===== src/rtl/bus_pkg.sv =====
// Shared types, defaults and helpers for the N-master shared bus.
package bus_pkg;

    localparam int unsigned DEF_N_MASTER = 2;
    localparam int unsigned DEF_N_SLAVE  = 4;
    localparam int unsigned DEF_AW       = 8;
    localparam int unsigned DEF_DW       = 32;
    localparam int unsigned DEF_SW       = 2;

    typedef enum logic {
        ST_IDLE = 1'b0,
        ST_OWN  = 1'b1
    } arb_state_t;

    // Ceiling log2, used for index widths at elaboration time.
    function automatic int unsigned clog2(input int unsigned value);
        int unsigned result;
        result = 0;
        for (int unsigned i = 0; i < 32; i++) begin
            if ((64'd1 << i) < 64'(value)) result = i + 1;
        end
        return result;
    endfunction

endpackage


===== src/rtl/bus_rr_arbiter.sv =====
// Round-robin arbiter with grant hold: the owner keeps the bus while it requests.
module bus_rr_arbiter
    import bus_pkg::*;
#(
    parameter int unsigned N_MASTER = DEF_N_MASTER
) (
    input  logic                clk,
    input  logic                reset_n,
    input  logic [N_MASTER-1:0] req,
    output logic [N_MASTER-1:0] grant
);

    localparam int unsigned IW = (N_MASTER > 1) ? clog2(N_MASTER) : 1;
    localparam int unsigned CW = IW + 1;
    localparam logic [IW-1:0] LAST_IDX = IW'(N_MASTER - 1);

    arb_state_t    state;
    logic [IW-1:0] owner;
    logic [IW-1:0] last;
    logic [IW-1:0] base;
    logic [IW-1:0] pick;
    logic [CW-1:0] cand;
    logic          found;
    logic          owner_req;

    // First requester strictly after base, wrapping; base is the owner when
    // handing over and the last-served master when idle.
    always_comb begin
        base      = (state == ST_OWN) ? owner : last;
        owner_req = |(req & grant);
        pick      = '0;
        found     = 1'b0;
        cand      = '0;
        for (int unsigned off = 1; off <= N_MASTER; off++) begin
            cand = {1'b0, base} + CW'(off);
            if (cand >= CW'(N_MASTER)) cand = cand - CW'(N_MASTER);
            for (int unsigned i = 0; i < N_MASTER; i++) begin
                if (!found && req[i] && (cand == CW'(i))) begin
                    found = 1'b1;
                    pick  = IW'(i);
                end
            end
        end
    end

    // Arbiter FSM with registered one-hot grant.
    always_ff @(posedge clk) begin
        if (!reset_n) begin
            state <= ST_IDLE;
            owner <= '0;
            last  <= LAST_IDX;
            grant <= '0;
        end else begin
            case (state)
                ST_IDLE: begin
                    if (found) begin
                        state <= ST_OWN;
                        owner <= pick;
                        grant <= N_MASTER'(1) << pick;
                    end
                end
                ST_OWN: begin
                    if (!owner_req) begin
                        last <= owner;
                        if (found) begin
                            owner <= pick;
                            grant <= N_MASTER'(1) << pick;
                        end else begin
                            state <= ST_IDLE;
                            grant <= '0;
                        end
                    end
                end
            endcase
        end
    end

endmodule


===== src/rtl/bus_nxm.sv =====
// Shared bus: N masters arbitrated onto one slave port with upper-address decode
// and a registered one-cycle read return.
module bus_nxm
    import bus_pkg::*;
#(
    parameter int unsigned N_MASTER = DEF_N_MASTER,
    parameter int unsigned N_SLAVE  = DEF_N_SLAVE,
    parameter int unsigned AW       = DEF_AW,
    parameter int unsigned DW       = DEF_DW,
    parameter int unsigned SW       = DEF_SW
) (
    input  logic                   clk,
    input  logic                   reset_n,
    input  logic [N_MASTER-1:0]    M_req,
    input  logic [N_MASTER-1:0]    M_wr,
    input  logic [N_MASTER*AW-1:0] M_addr,
    input  logic [N_MASTER*DW-1:0] M_dout,
    input  logic [N_SLAVE*DW-1:0]  S_dout,
    output logic [N_MASTER-1:0]    M_grant,
    output logic [DW-1:0]          M_din,
    output logic                   M_rvalid,
    output logic                   M_err,
    output logic [N_SLAVE-1:0]     S_sel,
    output logic                   S_wr,
    output logic [AW-1:0]          S_addr,
    output logic [DW-1:0]          S_din
);

    logic [N_MASTER-1:0] xfer_vec;
    logic                xfer;
    logic [AW-1:0]       own_addr;
    logic [DW-1:0]       own_dout;
    logic                own_wr;
    logic [SW-1:0]       idx;
    logic                idx_ok;
    logic                hit;
    logic                miss;
    logic [SW-1:0]       sel_q;

    bus_rr_arbiter #(
        .N_MASTER (N_MASTER)
    ) u_arb (
        .clk     (clk),
        .reset_n (reset_n),
        .req     (M_req),
        .grant   (M_grant)
    );

    // Owner mux and slave decode; everything is zero outside a transfer cycle.
    always_comb begin
        xfer_vec = M_grant & M_req;
        xfer     = |xfer_vec;
        own_addr = '0;
        own_dout = '0;
        own_wr   = 1'b0;
        for (int unsigned i = 0; i < N_MASTER; i++) begin
            if (xfer_vec[i]) begin
                own_addr = own_addr | M_addr[i*AW +: AW];
                own_dout = own_dout | M_dout[i*DW +: DW];
                own_wr   = own_wr | M_wr[i];
            end
        end
        idx    = own_addr[AW-1 -: SW];
        idx_ok = (32'(idx) < N_SLAVE);
        hit    = xfer && idx_ok;
        miss   = xfer && !idx_ok;
        S_addr = own_addr;
        S_din  = own_dout;
        S_wr   = own_wr && hit;
        S_sel  = '0;
        for (int unsigned j = 0; j < N_SLAVE; j++) begin
            S_sel[j] = hit && (idx == SW'(j));
        end
    end

    // Read-return and decode-error strobes, one cycle after the transfer.
    always_ff @(posedge clk) begin
        if (!reset_n) begin
            M_rvalid <= 1'b0;
            M_err    <= 1'b0;
            sel_q    <= '0;
        end else begin
            M_rvalid <= hit && !own_wr;
            M_err    <= miss;
            if (hit && !own_wr) sel_q <= idx;
        end
    end

    // Broadcast the selected slave's read data only while it is valid.
    always_comb begin
        M_din = '0;
        for (int unsigned j = 0; j < N_SLAVE; j++) begin
            if (M_rvalid && (sel_q == SW'(j))) M_din = S_dout[j*DW +: DW];
        end
    end

endmodule


===== config.mk =====
export PLATFORM = sky130hd
export DESIGN_NAME = bus_nxm
export DESIGN_NICKNAME = d
export VERILOG_FILES = /design/src/rtl/bus_pkg.sv /design/src/rtl/bus_rr_arbiter.sv /design/src/rtl/bus_nxm.sv
export SDC_FILE = /design/constraint.sdc
export NUM_CORES = 1
export LEC_CHECK = 0
export ABC_AREA = 1
export BUFFER_PORTS_ARGS = -buffer_cell sky130_fd_sc_hd__buf_2
export CORE_AREA = 4 4 111 113
export DETAILED_ROUTE_END_ITERATION = 6
export DIE_AREA = 0 0 115 117
export HOLD_SLACK_MARGIN = 0.08
export PLACE_DENSITY = 0.48
export SLEW_MARGIN = 5
export SYNTH_ARGS = -nofsm -noshare
export SYNTH_HDL_FRONTEND = slang
export SYNTH_HIERARCHICAL = 1
export SYNTH_SLANG_ARGS = --single-unit

===== constraint.sdc =====
create_clock -name clk -period 2 [get_ports clk]
set_input_delay 0.5 -clock clk [delete_from_list [all_inputs] [get_ports clk]]
set_output_delay 0.5 -clock clk [all_outputs]
set_load 0.05 [all_outputs]

==> flow_summary.rst <==
.. list-table::
   :header-rows: 1

   * - Metric
     - Value
   * - Die area
     - 0.0135 sq mm
   * - Type of the worst setup path
     - reg -> out
   * - Largest net degree at the start of global routing
     - 39
   * - Antenna-violating nets left
     - 0
   * - Core Rows
     - 39
   * - Half-perimeter wire length after placement
     - between 9000 and 10000 microns
   * - Hold-fix buffers, CTS
     - 0
   * - Max Fanout on Critical Path
     - 6
   * - Power Dens Cells
     - 408 mW/mm^2
   * - Area share of and/or/nand/nor cells after synthesis
     - 57.2%
   * - Total global routing overflow
     - 0
   * - Vias
     - roughly 3400
   * - Post-DR wirelength/cell
     - 16.3 microns
   * - Switching Share
     - between 40 and 50%
   * - Clock Sink Count
     - 8
   * - DRC violations left
     - 0
   * - Avg Inst Size Synth
     - 5.47 sq um
   * - Type of element capturing the critical path
     - output port
   * - Register clock-pin slew on the reported worst setup and hold paths
     - 0.03 ns
   * - Number of instances in the synthesized netlist
     - approximately 300
   * - Reported net switching power
     - around 770 uW
   * - Design Area, Final
     - 0.00395 sq mm
   * - Vias in the first global route
     - 3134
   * - Crit path required time
     - 1.50 ns
   * - Horizontal die dimension
     - 115 microns
   * - Time the final worst path needs with I/O delays and setup
     - 1.96 ns
   * - Share of cell area taken by muxes after synthesis
     - 0%
   * - Count of pins on the block boundary
     - 295
   * - Largest family of logic cells by synthesized area
     - simple AND/OR/NAND/NOR gates
   * - Synth unique cells
     - 19
   * - Worst vdd rail ir drop
     - approximately 0.37 mV
   * - Total leakage power
     - 0.00217 uW
   * - Clock latency at the later pin of the worst-skew pair
     - 0.23 ns
   * - Initial antenna violation count
     - 0
   * - Worst EP arrival
     - 1.46 ns
   * - Final number of setup-violating endpoints
     - 0
   * - Run status
     - finished, final reports clean
   * - Sequential cell fraction of total power
     - 12.2%
   * - Post-Synthesis Cell Area
     - 0.00166 sq mm
   * - TritonCTS buffer count
     - 3
   * - Length of the first detailed-routing pass in iterations
     - 4
   * - XOR/XNOR share of the synthesized area
     - 0%
   * - Final max-slew violation count
     - 0
   * - Final Core Density
     - 34.9%
   * - Max-capacitance violation count
     - 0
   * - Sequential share of the synthesized area
     - about a tenth
   * - Startpoint kind of the worst setup timing path
     - flip-flop
   * - Number of register bits inferred by synthesis
     - 8
   * - Arithmetic-cell share of the synthesized area counting full adders, half adders and majority gates
     - 0%
   * - Root buffer selected by CTS
     - sky130_fd_sc_hd__clkbuf_16
   * - Number of antenna repair diodes
     - 0
   * - Total nets after synthesis
     - 517
   * - IO Port Bufs
     - 293
   * - First-pass GRT wire length
     - 15600 microns
   * - Area post-placement
     - 0.00343 sq mm
   * - Class of the tightest hold or removal check
     - reg -> reg
   * - DRT iter0 DRCs
     - 205
   * - Warnings, synthesis
     - 6
   * - Buffer depth of the longest clock path
     - 2
   * - Setup repair after global routing missed its margin
     - yes
   * - Routed wire length
     - around 12000 microns
   * - Overall Global Routing Usage
     - 14.3%
   * - Height of the chip
     - 117 microns
   * - Highest attainable clock frequency
     - 0.510 GHz
   * - Net count of the finished layout
     - 815
   * - Area Overhead vs Synth
     - 138%
   * - Final Skew
     - 0.000496 ns
   * - Clk pwr share
     - 20.5%
   * - Share of total power in combinational logic
     - 67.3%
   * - Final period utilization
     - 98.0%
   * - Htree depth
     - 1
   * - Fraction of final layout cells with drive strength greater than 1
     - approximately 60%
   * - Final Hold Fails
     - 0
   * - Placeable core area
     - 0.0113 sq mm
   * - RD Place Congestion
     - 0.910
   * - Drt via density
     - 4.53
   * - Starting Density
     - 14.6%
   * - TritonCTS clock tree
     - built
   * - Compound-cell area share of the yosys netlist
     - 22.2%
   * - Internal Dissipation
     - 841 uW
[routing by layer]
| layer | up-vias | routed length [microns] | global-route usage (%) |
|---|---|---|---|
| met5 | - | 0 | 0 |
| met2 | 149 | 6280 | 25.6 |
| li1 | 1662 | - | - |
| met1 | 1541 | 4810 | 18.6 |
| met4 | 0 | 57 | 1.96 |
| met3 | 10 | 968 | 2.31 |
[final cells by class]
cell class                 instances  area, sq um
timing repair buffer             318         2040
tap                              143          179
sequential                         8          174
fill                            1234         7370
clock buffer                       3         75.1
inverter                          15         60.1
multi-input combinational        255         1420
[worst paths after layout]
path	from	end	slack, ns	cells past startpoint
min	u_arb/last	u_arb/last	0.49	2
min reg2reg	u_arb/last	u_arb/last	0.49	2
max	M_rvalid	M_din[25]	0.04	6
max reg2reg	u_arb/grant[1]	sel_q[1]	0.86	7
[critical path, cell delays in order, from the launching register on]
cell and delay, ns:
sky130_fd_sc_hd__dfxtp_4 0.36, sky130_fd_sc_hd__inv_2 0.06, sky130_fd_sc_hd__nor3_4 0.23, sky130_fd_sc_hd__buf_2 0.24, sky130_fd_sc_hd__nand2_1 0.07, sky130_fd_sc_hd__nand4_1 0.07
sky130_fd_sc_hd__buf_4 0.20
[synthesized netlist by cell type, drive strengths merged]
cell type / count / share of area, %
nand3b: 1 / 0.45
nand3: 6 / 1.8
buf: 21 / 6.4
a22o: 38 / 20
nor2: 12 / 3.0
o211ai: 1 / 0.45
inv: 15 / 3.4
clkbuf: 4 / 0.91
dfxtp: 8 / 9.7
conb: 1 / 0.23
nand4: 51 / 19
a21oi: 4 / 1.7
nor3: 2 / 1.2
nand2: 139 / 31
[sequential cells by signal, indices dropped and copies added (netlist names)]
name / count
sel_q: 2
u_arb/grant: 2
M_rvalid: 1
u_arb/last: 1
u_arb/owner: 1
u_arb/state: 1
[cells in the final DEF, fill, tap and decap left out, types with 2 or more instances in the layout]
cell type and count:
sky130_fd_sc_hd__buf_4 21, sky130_fd_sc_hd__nand3_1 6, sky130_fd_sc_hd__dfxtp_2 2, sky130_fd_sc_hd__nand2_4 2, sky130_fd_sc_hd__inv_1 11, sky130_fd_sc_hd__nor3_4 2, sky130_fd_sc_hd__a22o_1 18, sky130_fd_sc_hd__buf_2 245
sky130_fd_sc_hd__dfxtp_4 3, sky130_fd_sc_hd__nand2_1 129, sky130_fd_sc_hd__nor2_4 4, sky130_fd_sc_hd__nand4_1 51, sky130_fd_sc_hd__nor2_1 8, sky130_fd_sc_hd__dfxtp_1 3, sky130_fd_sc_hd__inv_2 3, sky130_fd_sc_hd__nand2_2 8
sky130_fd_sc_hd__a22o_2 20, sky130_fd_sc_hd__clkbuf_4 13, sky130_fd_sc_hd__buf_12 7, sky130_fd_sc_hd__clkbuf_16 6, sky130_fd_sc_hd__a21oi_2 3, sky130_fd_sc_hd__buf_6 27
[power by group through the flow]
stage	combinational [uW]	clock, uW	sequential, uW
finish	1090	330	197
global route	1150	348	200
CTS	1040	338	197
detailed placement	993	0	199
global placement	989	0	198
floorplan	586	0	210
[per-stage QoR]
stage | instances | TNS [ns] | hold slack (ns) | worst slack [ns] | total power, uW
floorplan | 303 | 0 | 0.446 | 0.0151 | 796
global placement | 729 | -0.0155 | 0.463 | -0.0155 | 1190
detailed placement | 729 | -0.0278 | 0.476 | -0.0278 | 1190
CTS | 735 | 0 | 0.487 | 0.00224 | 1580
global route | 742 | -0.133 | 0.519 | -0.0124 | 1700
finish | 742 | 0 | 0.488 | 0.0397 | 1610
[cell families after synthesis]
family                 Yosys count
other                            1
DFF                              8
AOI/OAI and AO/OA               43
and+or+nand+nor                211
buffers and inverters           40
[what timing repair did]
| item | in CTS | in global routing |
|---|---|---|
| cloned | 1 | 5 |
| resized for setup | 44 | 55 |
| pin swaps | 0 | 14 |
| endpoints found under the setup margin | 35 | 72 |
| buffers inserted | 2 | 2 |
No activity file was read; power rests on OpenSTA's default activity.
